$ cat config.mk
export PLATFORM = sky130hd
export DESIGN_NAME = uart_receiver
export DESIGN_NICKNAME = d
export VERILOG_FILES = /design/src/rtl/uart_pkg.sv /design/src/rtl/uart_rx_sync.sv /design/src/rtl/uart_receiver.sv
export SDC_FILE = /design/constraint.sdc
export NUM_CORES = 1
export LEC_CHECK = 0
export ABC_AREA = 1
export ABC_CLOCK_PERIOD_IN_PS = 1500
export CORE_MARGIN = 2
export CORE_UTILIZATION = 35
export DETAILED_ROUTE_END_ITERATION = 12
export SYNTH_ARGS = -nofsm -noshare
export SYNTH_HDL_FRONTEND = slang
export SYNTH_SLANG_ARGS = --single-unit
$ cat constraint.sdc
create_clock -name bot_clk -period 1.5 [get_ports bot_clk]
set_input_delay 0.15 -clock bot_clk [delete_from_list [all_inputs] [get_ports bot_clk]]
set_output_delay 0.15 -clock bot_clk [all_outputs]
set_load 0.05 [all_outputs]
$ cat src/rtl/uart_pkg.sv
// rtl/uart_pkg.sv - UART state encoding and shared constants (receiver and transmitter)
package uart_pkg;

  localparam int DATA_BITS          = 8;
  localparam int OVERSAMPLE_DEFAULT = 16;

  typedef enum logic [2:0] {
    ST_IDLE   = 3'd0,
    ST_START  = 3'd1,
    ST_DATA   = 3'd2,
    ST_PARITY = 3'd3,
    ST_STOP   = 3'd4,
    ST_BREAK  = 3'd5
  } uart_state_e;

endpackage

$ cat src/rtl/uart_rx_sync.sv
// rtl/uart_rx_sync.sv - 2-flop synchronizer for the serial line, resets to idle-high
module uart_rx_sync (
  input  logic i_clk,
  input  logic i_rst_n,
  input  logic i_d,
  output logic o_q
);

  logic r_meta;
  logic r_q;

  always_ff @(posedge i_clk or negedge i_rst_n) begin
    if (!i_rst_n) begin
      r_meta <= 1'b1;
      r_q    <= 1'b1;
    end else begin
      r_meta <= i_d;
      r_q    <= r_meta;
    end
  end

  assign o_q = r_q;

endmodule

$ cat src/rtl/uart_receiver.sv
// rtl/uart_receiver.sv - oversampling 8-bit UART receiver
// Define UART_RX_PARITY_EN to add an even-parity bit between data and stop.
module uart_receiver
  import uart_pkg::*;
#(
  parameter int OVERSAMPLE = OVERSAMPLE_DEFAULT,
  parameter int MID_SAMPLE = 7
) (
  input  logic                 bot_clk,
  input  logic                 reset,
  input  logic                 uart_rx,
  output logic [DATA_BITS-1:0] rx_data,
  output logic                 rx_status,
  output logic                 frame_err,
  output logic                 parity_err
);

  localparam logic [3:0] TICK_LAST = 4'(OVERSAMPLE - 1);
  localparam logic [3:0] TICK_MID  = 4'(MID_SAMPLE);
  localparam logic [2:0] BIT_LAST  = 3'(DATA_BITS - 1);

  logic                 w_rx;
  logic                 w_tick_end;
  uart_state_e          r_state,  w_state_nxt;
  logic [3:0]           r_tick,   w_tick_nxt;
  logic [2:0]           r_bit,    w_bit_nxt;
  logic [DATA_BITS-1:0] r_shift,  w_shift_nxt;
  logic [DATA_BITS-1:0] r_data,   w_data_nxt;
  logic                 r_status, w_status_nxt;
  logic                 r_ferr,   w_ferr_nxt;
`ifdef UART_RX_PARITY_EN
  logic                 r_par_bad, w_par_bad_nxt;
  logic                 r_perr,    w_perr_nxt;
`endif

  uart_rx_sync u_sync (
    .i_clk   (bot_clk),
    .i_rst_n (reset),
    .i_d     (uart_rx),
    .o_q     (w_rx)
  );

  assign w_tick_end = (r_tick == TICK_LAST);

  always_ff @(posedge bot_clk or negedge reset) begin
    if (!reset) begin
      r_state  <= ST_IDLE;
      r_tick   <= 4'd0;
      r_bit    <= 3'd0;
      r_shift  <= '0;
      r_data   <= '0;
      r_status <= 1'b0;
      r_ferr   <= 1'b0;
`ifdef UART_RX_PARITY_EN
      r_par_bad <= 1'b0;
      r_perr    <= 1'b0;
`endif
    end else begin
      r_state  <= w_state_nxt;
      r_tick   <= w_tick_nxt;
      r_bit    <= w_bit_nxt;
      r_shift  <= w_shift_nxt;
      r_data   <= w_data_nxt;
      r_status <= w_status_nxt;
      r_ferr   <= w_ferr_nxt;
`ifdef UART_RX_PARITY_EN
      r_par_bad <= w_par_bad_nxt;
      r_perr    <= w_perr_nxt;
`endif
    end
  end

  always_comb begin
    w_state_nxt  = r_state;
    w_tick_nxt   = r_tick + 4'd1;
    w_bit_nxt    = r_bit;
    w_shift_nxt  = r_shift;
    w_data_nxt   = r_data;
    w_status_nxt = 1'b0;
    w_ferr_nxt   = 1'b0;
`ifdef UART_RX_PARITY_EN
    w_par_bad_nxt = r_par_bad;
    w_perr_nxt    = 1'b0;
`endif

    case (r_state)
      ST_IDLE: begin
        w_tick_nxt = 4'd0;
        w_bit_nxt  = 3'd0;
        if (!w_rx) begin
          w_state_nxt = ST_START;
        end
      end

      // Counting restarts at start-bit middle, so later samples land mid-bit.
      ST_START: begin
        if (r_tick == TICK_MID) begin
          w_tick_nxt  = 4'd0;
          w_state_nxt = w_rx ? ST_IDLE : ST_DATA;
        end
      end

      ST_DATA: begin
        if (w_tick_end) begin
          w_tick_nxt  = 4'd0;
          w_shift_nxt = {w_rx, r_shift[DATA_BITS-1:1]};
          w_bit_nxt   = r_bit + 3'd1;
          if (r_bit == BIT_LAST) begin
`ifdef UART_RX_PARITY_EN
            w_state_nxt = ST_PARITY;
`else
            w_state_nxt = ST_STOP;
`endif
          end
        end
      end

`ifdef UART_RX_PARITY_EN
      ST_PARITY: begin
        if (w_tick_end) begin
          w_tick_nxt    = 4'd0;
          w_par_bad_nxt = w_rx ^ (^r_shift);
          w_state_nxt   = ST_STOP;
        end
      end
`endif

      // Leaving at mid stop bit leaves half a bit to catch a back-to-back start.
      ST_STOP: begin
        if (w_tick_end) begin
          w_tick_nxt = 4'd0;
          if (w_rx) begin
            w_data_nxt   = r_shift;
            w_status_nxt = 1'b1;
`ifdef UART_RX_PARITY_EN
            w_perr_nxt   = r_par_bad;
`endif
            w_state_nxt  = ST_IDLE;
          end else begin
            w_ferr_nxt  = 1'b1;
            w_state_nxt = ST_BREAK;
          end
        end
      end

      ST_BREAK: begin
        w_tick_nxt = 4'd0;
        if (w_rx) begin
          w_state_nxt = ST_IDLE;
        end
      end

      default: begin
        w_tick_nxt  = 4'd0;
        w_state_nxt = ST_IDLE;
      end
    endcase
  end

  assign rx_data   = r_data;
  assign rx_status = r_status;
  assign frame_err = r_ferr;
`ifdef UART_RX_PARITY_EN
  assign parity_err = r_perr;
`else
  assign parity_err = 1'b0;
`endif

endmodule

# Yosys cells after proc, flatten, opt, wreduce, memory -nomap -nowiden
# Index checks and enable logic that the tools add are counted.
# totals
regBits,30
latchBits,0
ram_bits,0
romBits,0
inputBits,3
output_inout_bits,11
elab_cells,51
mem_count,0
# op_classes
n_addsub,2
n_mul,0
div,0
order_cmp,0
eq_ne,13
shift,0
mux,20
bitwise,0
n_reduce_logical,7
# ops
operator,n
3-bit two-way mux,8
3-bit one-hot mux with 5 select lines,1
"2-bit inequality test, second input constant",5
"3-bit == test, second input constant",3
4-bit two-way mux,2
4-bit one-hot mux with 2 select lines,1
1-bit two-way mux,6
3-bit one-hot mux with 2 select lines,1
6-bit AND reduction,1
"4-bit by 1-bit adder with 4-bit output, second input constant",1
"4-bit by 3-bit == test with 1-bit output, second input constant",1
"4-bit == test, second input constant",1
2-bit AND reduction,2
"3-bit by 1-bit adder with 3-bit output, second input constant",1
"3-bit by 1-bit == test with 1-bit output, second input constant",1
"3-bit by 2-bit == test with 1-bit output, second input constant",1
3-bit logical NOT,1
3-bit AND reduction,1
2-bit two-way mux,1
"2-bit by 1-bit inequality test with 1-bit output, second input constant",1
2-bit nonzero test,1
2-bit OR reduction,1

# Longest topological paths before layout
# logic_depth
depth_word,4
depth_mapped,8
ltp_nobuf,8

# Modules after synthesis
# Synthesis repeated with hierarchy kept, for this count alone.
# unflattened
cells_unflattened,144
hier_area_um2,1346.3
# by_module_without_submodules
module,instances,cells_each,area_per_inst_um2,seq_area_each_um2
uart_receiver,1,142,1293.7,700.7
uart_rx_sync,1,2,52.6,52.6

# Worst setup path before layout
# OpenSTA, ideal clock, no wires.
# synth_path
kind,flip-flop to flip-flop
from,reg r_tick[0]
to,"reg r_data[7], in the netlist rx_data[7]"
setup_ps,120
arrival_time_ps,1187
required_time_ps,1380
setup_slack_ps,193
stages_incl_launch_ff,8
n_path_buf,1
synth_period_minus_slack_ps,1307
path_cell_list,dfrtp_1 > ha_1 > nand3_4 > inv_2 > nand3_4 > buf_6 > nand2_1 > o21ai_2
# synth_via
elab_chain_cells,2
# synth_rtl
item,line_no,rtl
from (decl),uart_receiver.sv:25,"logic [3:0] r_tick, w_tick_nxt;"
from (signal assigned),uart_receiver.sv:60,r_tick <= w_tick_nxt;
4-bit == test,uart_receiver.sv:43,assign w_tick_end = (r_tick == TICK_LAST);
3-bit AND reduction (no line),n/a,
to (signal assigned),uart_receiver.sv:63,r_data <= w_data_nxt;
to (decl),uart_receiver.sv:28,"logic [DATA_BITS-1:0] r_data, w_data_nxt;"
# Every way passes these cells.
# A chain may end at the register's enable or synchronous reset.

# Worst setup path after layout
# layout_path
from,reg r_state[0]
to,"reg r_data[7], in the netlist rx_data[7]"
# layout_via
elab_chain_cells,2
# layout_rtl
item,line_no,rtl
from (decl),uart_receiver.sv:24,"uart_state_e r_state, w_state_nxt;"
from (signal assigned),uart_receiver.sv:59,r_state <= w_state_nxt;
3-bit == test,uart_receiver.sv:86,case (r_state)
3-bit AND reduction (no line),n/a,
# Every way passes these cells.

==> flow_summary.toml <==
[logic_synthesis]
netlist-cell-type-count = 26
synth.area.top_cells = "dfrtp_1, nand2_1, o21ai_2"
synth-edff-count = 0
syn-mean-instance-area_um2 = 9.67
yosysWarnings = 0
synth_top_area_share = 0.514
ys_async_sr_fraction = 1.00
yosysSeqAreaShare = 0.552
synthCells = 141
yosysTopAreaCell = "dfrtp_1"
yosysMostFrequentCell = "nand2_1"
synth_flop_cell = "dfrtp_1"
synth_area_um2 = 1360
synthesis.nets = 147
postSynthRegisterBits = 30
synthTopCellsByCount = "nand2_1, dfrtp_1, inv_1"

[floorplanning]
initial_core_util = 0.367
ios = 14
die_area_um2 = 4410
num_rows = 22
core_area_um2 = 3720
die_h_um = 66.4
die_x_um = 66.4

[setup_path]
path_delay_family = "simple AND/OR/NAND/NOR gates"
crit_path_end_kind = "flip-flop"
cp_common_cell = "nand2_1"
cp_max_fo = 17
path_cells = "nor2_2 > nand2_1 > inv_2 > nand3_4 > nand2_1 > o21ai_2"
worst_ep_arrival_time_ps = 1550
startpoint_type = "flip-flop"
reg2reg_to = "rx_data[7]"
reg2reg_from = "r_state[0]"
slowest_stage = "dfrtp_1"
path_buf_inv = 1
crit_required_ps = 1670
r2r_slack_ps = 110
criticalPathCategory = "reg2reg"
critPathMaxStageDelay_ps = 450
r2r_cells = 6

[clock_tree]
cts_sinks = 30
ctsHoldBuffers = 0
clock_latency_ps = 280
clockBufferDepth = 2
cts_tree = "built"
clk_pin_slew_ps = 70
cts_buffers = 5
htree_levels = 2
root_buffer = "clkbuf_8"

[detailed_routing]
drcViolationCount = 0
wl_um = 2450
num_vias = 975
post_drt_wl_per_cell_um = 11.7
firstDrtPassIters = 4
via_per_inst = 4.67
ant_nets = 0
drtIter0Drc = 64

[sta]
fin_crit_ps = 1390
setup_viol = 0
whs_ps = 249
finalCritPeriodShare = 0.923
finalMaxSlewViolations = 0
hold_viol_final = 0
setup_tns_ps = 0
clock-skew-final_ps = 8.09
fmaxAchievable_mhz = 722
fin_ws_ps = 115

[global_route]
grt_max_degree = 31
grtUsageTotal = 0.132
overflow = 0
use_met1 = 0.166
grt.busiest_layer = "met2"
antenna_found_initial = 0
grt.met2_usage = 0.204
grt_use_met3 = 0.0562
grt_first_pass_wirelength_um = 4290
grt_pass1_vias = 948

[power_and_ir_drop]
pwr_density_cell_nw_per_um2 = 1390
vdd_drop_max_v = 0.000635
leakage_nw = 0.798

[placed_design]
io_buffer_count = 12
placed_cells = 200
place_worst_setup_slack_ps = 70.4
finalWeightedCongestion = 0.764
place_hpwl_um = 1700

[min_path]
hp-class = "in2async"

[outcome]
status = "finished, final reports clean"

[cells_and_area]
stdcell_count = 209
antennaDiodeCount = 0
syn_to_final_growth_pct = 17.1
final_net_count = 166
regArea_um2 = 753
multi_input_area_um2 = 519
nFillCells = 380
drive_gt1_frac = 0.267

[flow_run]
drv_cap = 0
[worst reg2reg max path, cell delays in order (launching register included)]
cell and delay [ps]:
dfrtp_1 450, nor2_2 160, nand2_1 120, inv_2 100, nand3_4 230, nand2_1 160, o21ai_2 60
[cell type report]
cell class,instances,share of cell area
clock buffers,6,0.0455
clock inverters,2,0.00627
inverters,17,0.0400
multi-input cells,91,0.325
flip-flops and latches,30,0.472
well taps,48,0.0376
repair buffers,15,0.0737
[registers in the layout (all words and copies together) (netlist names)]
name	count
frame_err	1
r_bit	3
r_shift	8
r_state	3
r_tick	4
rx_data	8
rx_status	1
u_sync.o_q	1
u_sync.r_meta	1
[report_power, final]
group          internal (W)  switching, W
logic              0.000207      0.000416
clock network      0.000321      0.000307
registers          0.000886     0.0000825
total               0.00141      0.000805
[how the worst max path moves through the flow]
stage,startpoint,endpoint,slack (ps),cells after the start
after CTS,r_tick[0],rx_data[7],60,6
after floorplan,r_tick[0],rx_data[7],190,7
final,r_state[0],rx_data[7],110,6
after global routing,r_tick[0],rx_data[7],-3,6
after detailed placement,r_tick[0],rx_data[7],70,6
after global placement,r_tick[0],rx_data[7],120,6
[repair_timing]
action,4_1_cts,5_1_grt
buffers inserted,0,1
endpoints found under the setup margin,0,16
gates resized for setup,0,1
[cell families (layout without fill, tap and decap cells)]
group,after synthesis,in the layout,synth area share
other cells,1,1,0.00275
buf+inv,20,40,0.0688
flops,30,30,0.552
simple gates,65,65,0.229
compound gates,21,21,0.113
xor+xnor,1,1,0.00642
fa+ha+maj,3,3,0.0275
[routing by layer]
layer / vias to the layer above / routed length [um]
met3: 3 / 120
met1: 470 / 1140
met5: - / 0
met4: 0 / 32
met2: 20 / 1150
li1: 482 / -
[per-stage QoR]
stage               power, W  utilization  instance area [um^2]
finish               0.00222        0.430                  1600
global route         0.00238        0.430                  1600
CTS                  0.00223        0.427                  1590
detailed placement   0.00160        0.405                  1500
global placement     0.00157        0.405                  1500
floorplan            0.00145            -                  1360
[layout by cell type (no fill, tap or decap), drive strengths merged]
cell type / synthesis / routed
buf: 3 / 13
dfrtp: 28 / 28
conb: 1 / 1
nor2: 11 / 11
nand3b: 1 / 1
o21a: 1 / 1
ha: 3 / 3
nand3: 14 / 14
o21ai: 17 / 17
inv: 17 / 17
nand4: 1 / 1
clkdlybuf4s50: 0 / 2
a21oi: 2 / 2
o22ai: 1 / 1
xor2: 1 / 1
dfstp: 2 / 2
nand2: 38 / 38
clkbuf: 0 / 6
clkinv: 0 / 2
Note: power is estimated with default switching activity, not from simulation.
